## config.mk

```make
export PLATFORM = sky130hd
export DESIGN_NAME = onchip_mem_arbiter
export DESIGN_NICKNAME = d
export VERILOG_FILES = /design/src/rtl/onchip_mem_arbiter.sv
export SDC_FILE = /design/constraint.sdc
export NUM_CORES = 1
export LEC_CHECK = 0
export BUFFER_PORTS_ARGS = -buffer_cell sky130_fd_sc_hd__clkbuf_2
export CAP_MARGIN = 20
export CORE_AREA = 2 2 102 104
export DETAILED_ROUTE_END_ITERATION = 6
export DIE_AREA = 0 0 104 106
export PLACE_DENSITY = 0.74
export SLEW_MARGIN = 20
export SYNTH_ARGS = -nofsm -noshare
export SYNTH_HDL_FRONTEND = slang
export SYNTH_SLANG_ARGS = --single-unit
```

## constraint.sdc

```tcl
create_clock -name clk -period 2.2 [get_ports clk]
set_input_delay 0.44 -clock clk [delete_from_list [all_inputs] [get_ports clk]]
set_output_delay 0.44 -clock clk [all_outputs]
set_load 0.02 [all_outputs]
```

## src/rtl/onchip_mem_arbiter.sv

```systemverilog
// Two-port round-robin arbiter sharing a single-port on-chip RAM between two Avalon-MM masters.
// Commands issue combinationally in the grant cycle; read data returns one cycle later on the requesting port.
module onchip_mem_arbiter #(
  parameter int ADDR_W = 10,
  parameter int DATA_W = 32,
  parameter int CNT_W  = 16
) (
  input  logic                clk,
  input  logic                reset_n,

  input  logic [ADDR_W-1:0]   p0_address,
  input  logic [DATA_W/8-1:0] p0_byteenable,
  input  logic                p0_read,
  input  logic                p0_write,
  input  logic [DATA_W-1:0]   p0_writedata,
  output logic                p0_waitrequest,
  output logic [DATA_W-1:0]   p0_readdata,
  output logic                p0_readdatavalid,

  input  logic [ADDR_W-1:0]   p1_address,
  input  logic [DATA_W/8-1:0] p1_byteenable,
  input  logic                p1_read,
  input  logic                p1_write,
  input  logic [DATA_W-1:0]   p1_writedata,
  output logic                p1_waitrequest,
  output logic [DATA_W-1:0]   p1_readdata,
  output logic                p1_readdatavalid,

  output logic [ADDR_W-1:0]   mem_address,
  output logic [DATA_W/8-1:0] mem_byteenable,
  output logic                mem_chipselect,
  output logic                mem_write,
  output logic [DATA_W-1:0]   mem_writedata,
  output logic                mem_clken,
  input  logic [DATA_W-1:0]   mem_readdata,

  input  logic                cnt_clear,
  output logic [CNT_W-1:0]    contention_count
);

  localparam int BE_W = DATA_W / 8;

  logic                req0, req1;
  logic                gnt0, gnt1;
  logic                wr_sel;

  logic                last_grant_q, last_grant_d;
  logic                rd_valid_q, rd_valid_d;
  logic                rd_port_q, rd_port_d;
  logic [ADDR_W-1:0]   addr_q, addr_d;
  logic [BE_W-1:0]     be_q, be_d;
  logic [DATA_W-1:0]   wdata_q, wdata_d;
  logic [CNT_W-1:0]    cnt_q, cnt_d;

  always_comb begin
    req0 = p0_read | p0_write;
    req1 = p1_read | p1_write;

    // Grants are suppressed while reset is asserted so waitrequest mirrors the request.
    gnt0 = reset_n & req0 & (~req1 | last_grant_q);
    gnt1 = reset_n & req1 & (~req0 | ~last_grant_q);

    last_grant_d = last_grant_q;
    addr_d       = addr_q;
    be_d         = be_q;
    wdata_d      = wdata_q;
    wr_sel       = 1'b0;

    if (gnt0) begin
      last_grant_d = 1'b0;
      addr_d       = p0_address;
      be_d         = p0_byteenable;
      wdata_d      = p0_writedata;
      wr_sel       = p0_write;
    end else if (gnt1) begin
      last_grant_d = 1'b1;
      addr_d       = p1_address;
      be_d         = p1_byteenable;
      wdata_d      = p1_writedata;
      wr_sel       = p1_write;
    end

    // A port asserting read and write together is a write and gets no read response.
    rd_valid_d = (gnt0 | gnt1) & ~wr_sel;
    rd_port_d  = gnt1;

    if (cnt_clear) begin
      cnt_d = '0;
    end else if (req0 && req1 && (cnt_q != {CNT_W{1'b1}})) begin
      cnt_d = cnt_q + 1'b1;
    end else begin
      cnt_d = cnt_q;
    end
  end

  always_ff @(posedge clk or negedge reset_n) begin
    if (!reset_n) begin
      last_grant_q <= 1'b1;
      rd_valid_q   <= 1'b0;
      rd_port_q    <= 1'b0;
      addr_q       <= '0;
      be_q         <= '0;
      wdata_q      <= '0;
      cnt_q        <= '0;
    end else begin
      last_grant_q <= last_grant_d;
      rd_valid_q   <= rd_valid_d;
      rd_port_q    <= rd_port_d;
      addr_q       <= addr_d;
      be_q         <= be_d;
      wdata_q      <= wdata_d;
      cnt_q        <= cnt_d;
    end
  end

  assign p0_waitrequest   = req0 & ~gnt0;
  assign p1_waitrequest   = req1 & ~gnt1;

  assign p0_readdata      = mem_readdata;
  assign p1_readdata      = mem_readdata;
  assign p0_readdatavalid = rd_valid_q & ~rd_port_q;
  assign p1_readdatavalid = rd_valid_q &  rd_port_q;

  assign mem_address      = addr_d;
  assign mem_byteenable   = be_d;
  assign mem_writedata    = wdata_d;
  assign mem_chipselect   = gnt0 | gnt1;
  assign mem_write        = wr_sel;
  assign mem_clken        = 1'b1;

  assign contention_count = cnt_q;

endmodule

```

==> results.txt <==
----------------------------------------------------
[Critical path]
  Worst r2r dst ... contention_count[13]
  Reg2reg path depth ... 5
  Worst setup EP type ... output port
  Highest net fanout along the worst path ... 7
  Critical R2R Launch ... contention_count[1]
  CP Data Arrival Time ... 1.96 ns
  Sort of element at the start of the critical path ... register
  Endpoint required time on the critical path ... 1.76 ns
  Critical setup path kind ... reg -> out
  Setup slack of the most critical reg-to-reg path ... 0.10 ns

[Detailed routing]
  DRC marker count from the first detailed-route iteration ... 121
  Via density per instance ... 5.14
  Total Wirelength ... 12000 um
  Routed length per placed instance ... 17.5 um
  Via count ... 3521
  Detailed-route DRC error count ... 0
  First-pass iteration count of the detailed router ... 4
  Routed Antenna Nets ... 0

[STA]
  Post-route minimum period ... 2.40 ns
  Unrepaired setup endpoints after global routing ... yes
  Hold Vio Cnt, Final ... 0
  Achievable clock frequency ... 0.417 GHz
  Setup ws final ... -0.200 ns
  Final critical-path share of the clock period ... 109%
  Worst rel slew slack ... 64.0%
  Worst Hold Slack ... 0.142 ns
  Final Skew ... 0.00534 ns
  Setup TNS ... -6.87 ns
  Slew at the pin with the worst max-slew slack ... 0.541 ns
  Number of setup violations in the final report ... 46
  Max Transition Viols Final ... 0

[Place]
  I/O Buffers ... 166
  Cell Count Post-Placement ... 628
  Post-DP HPWL ... 7250 um
  Weighted congestion reported at the end of routability-driven placement ... 0.823

[Final layout]
  Final Core Density ... 56.0%
  Number of non-filler instances in the completed layout ... 685
  Most common library cell in the layout ignoring fill and taps ... sky130_fd_sc_hd__clkbuf_2
  Final nets ... 675
  Top library cells by usage in the layout, fill and taps aside ... sky130_fd_sc_hd__clkbuf_2, sky130_fd_sc_hd__dfrtp_1, sky130_fd_sc_hd__buf_4
  Layout cell share with drive strength beyond 1 ... 55.8%
  Area growth from synthesis to final layout ... 52.3%

[Power and ir drop]
  Leakage component of the power ... 2.70 nW
  Cell Pwr Density ... 990 nW/um^2
  Proportion of total power due to net switching ... 35.7%
  Internal power ... 3.56 mW
  Gate power share ... 50.2%
  Sequential cell fraction of total power ... 30.1%
  Peak ir drop on the vdd network ... 665 uV
  Power spent charging and discharging nets ... 1.98 mW
  Clock group share of total power ... 19.7%

[Synth]
  Dominant cells by area after synthesis ... sky130_fd_sc_hd__dfrtp_1, sky130_fd_sc_hd__buf_4, sky130_fd_sc_hd__mux2i_1
  Share of synthesized registers carrying an async set or reset ... 100%
  Number of synthesized flops with an enable pin ... 0
  Unique cell type count in the Yosys netlist ... 35
  Post-Synthesis Net Count ... 522
  Synthesis Warnings ... 0
  Post-synthesis sequential element count ... 65
  Fraction of post-synthesis cell area in the top cell type by area ... 43.6%
  Cell taking the most area after synthesis ... sky130_fd_sc_hd__dfrtp_1
  Cell Area, Synth ... 3670 sq um
  Portion of the post-synthesis area used by sequential elements ... 44.3%
  Synth Flop Type ... sky130_fd_sc_hd__dfrtp_1
  Average footprint of a synthesized cell ... 9.42 sq um
  Number of standard cells after synthesis ... 390

[Clock tree]
  CTS Buf Count ... 9
  Buffer levels on the longest clock path ... 2
  CTS H-Tree Depth ... 3
  TritonCTS clock tree ... built
  Number of hold buffers added after CTS ... 0
  Number of clock sinks ... 65
  Worst skew pair latency ... 0.34 ns
  Clock tree root driver cell ... sky130_fd_sc_hd__clkbuf_8
  Post-CTS clock slew at the launch and capture registers of the worst setup and hold paths ... 0.07 ns

[Floorplanning]
  Initial Util ... 36.7%
  Placeable core region ... 10000 sq um
  FP Rows ... 37
  Die X ... 104 um
  Floorplan die height ... 106 um
  Top-Level Pins ... 264
  Die Area ... 11000 sq um

[Global route]
  Global-route wire length before repair ... 16600 um
  Combined global-route utilization of all metal layers ... 18.9%
  Number of global-route vias before repair ... 3456
  Pin count of the biggest net entering global routing ... 48
  Initial antenna violation count ... 0
  Congestion Overflow GR ... 0

[Flow run]
  Number of maximum-capacitance constraint violations ... 0

[Worst hold path]
  Worst min path class ... in -> async

[Run status]
  Status ... finished, violations left
  Violated checks ... setup timing

----------------------------------------------------
[state kept, by name, summed over array words and instances (netlist names)]
register,count
rd_port_q,1
rd_valid_q,1
contention_count,16
last_grant_q,1
be_q,4
addr_q,10
wdata_q,32
[worst max-delay path, stage by stage (launching register included)]
cell	delay, ns
sky130_fd_sc_hd__dfstp_2	0.55
sky130_fd_sc_hd__o21ai_2	0.06
sky130_fd_sc_hd__nand3b_1	0.15
sky130_fd_sc_hd__buf_6	0.18
sky130_fd_sc_hd__buf_16	0.16
sky130_fd_sc_hd__mux2i_1	0.21
sky130_fd_sc_hd__a21oi_1	0.12
sky130_fd_sc_hd__buf_4	0.17
[per-stage QoR]
stage                     cell area [sq um]  setup WS, ns  power [mW]
after floorplan                        3700       -0.0679        2.83
after CTS                              4960        -0.207        4.87
after detailed placement               4350        -0.166        3.33
final                                  5600        -0.200        5.54
after global placement                 4350        -0.104        3.28
after global routing                   5600        -0.314        5.80
[Yosys cell counts, types with 2 or more instances]
cell / instances
sky130_fd_sc_hd__buf_4: 65
sky130_fd_sc_hd__dfrtp_1: 64
sky130_fd_sc_hd__a21oi_1: 61
sky130_fd_sc_hd__nor2_1: 54
sky130_fd_sc_hd__mux2i_1: 46
sky130_fd_sc_hd__clkbuf_1: 15
sky130_fd_sc_hd__nand2_1: 11
sky130_fd_sc_hd__o21ai_0: 8
sky130_fd_sc_hd__o31ai_1: 6
sky130_fd_sc_hd__or4_1: 6
sky130_fd_sc_hd__and4_1: 5
sky130_fd_sc_hd__buf_2: 5
sky130_fd_sc_hd__or3_1: 5
sky130_fd_sc_hd__mux2_2: 4
sky130_fd_sc_hd__nand3_1: 4
sky130_fd_sc_hd__nor4_1: 4
sky130_fd_sc_hd__inv_1: 3
sky130_fd_sc_hd__nand4_1: 3
sky130_fd_sc_hd__nor2b_1: 3
sky130_fd_sc_hd__and2_1: 2
sky130_fd_sc_hd__nor3_1: 2
[power by group through the flow]
| stage | Clock [mW] | Sequential (mW) | Combinational (mW) |
|---|---|---|---|
| global placement | 0 | 1.60 | 1.67 |
| detailed placement | 0 | 1.62 | 1.71 |
| finish | 1.09 | 1.67 | 2.78 |
| global route | 1.16 | 1.70 | 2.94 |
| floorplan | 0 | 1.60 | 1.24 |
| CTS | 1.11 | 1.61 | 2.15 |
[routing by layer]
metal	share of wire (%)	track usage, %	wire length, um	vias up
li1	-	-	-	1601
met1	38	20.7	4530	1725
met2	53	32.6	6320	164
met3	6.9	5.89	835	31
met4	2.7	10.6	323	0
met5	0	0	0	-
[worst max path at each step]
stage,startpoint,endpoint,slack [ns],depth (start not counted)
after floorplan,p0_write,mem_address[0],-0.07,5
after detailed placement,p0_write,mem_byteenable[2],-0.17,8
after global routing,last_grant_q,mem_writedata[26],-0.31,7
after CTS,last_grant_q,mem_writedata[20],-0.21,7
after global placement,p0_write,mem_byteenable[2],-0.10,8
final,last_grant_q,mem_writedata[30],-0.20,7
[logic make-up (layout without fill, tap and decap cells)]
logic type	Yosys count	count (layout)	synth area share (%)
other	1	2	0.102
AND/OR/NAND/NOR	104	104	13.8
AO/OA/AOI/OAI	79	79	11.6
buffers and inverters	90	248	16.0
flip-flops	65	65	44.3
multiplexers	50	50	13.8
adder cells (fa/ha/maj)	1	1	0.340
[layout make-up]
type | instances | area [sq um]
diodes | 1 | 2.50
fillers | 859 | 4400
multi-input cells | 235 | 1860
repair buffers | 229 | 1720
clock buffers | 14 | 173
clock inverters | 2 | 35.0
well taps | 136 | 170
flip-flops and latches | 65 | 1630
inverters | 3 | 11.3
[repair_timing]
item | 4_1_cts | 5_1_grt
gates cloned | 1 | 6
endpoints found under the setup margin | 46 | 50
gates resized for setup | 57 | 135
setup buffers | 23 | 15
pin swaps | 19 | 30
Power figures use the tool's default switching activity.
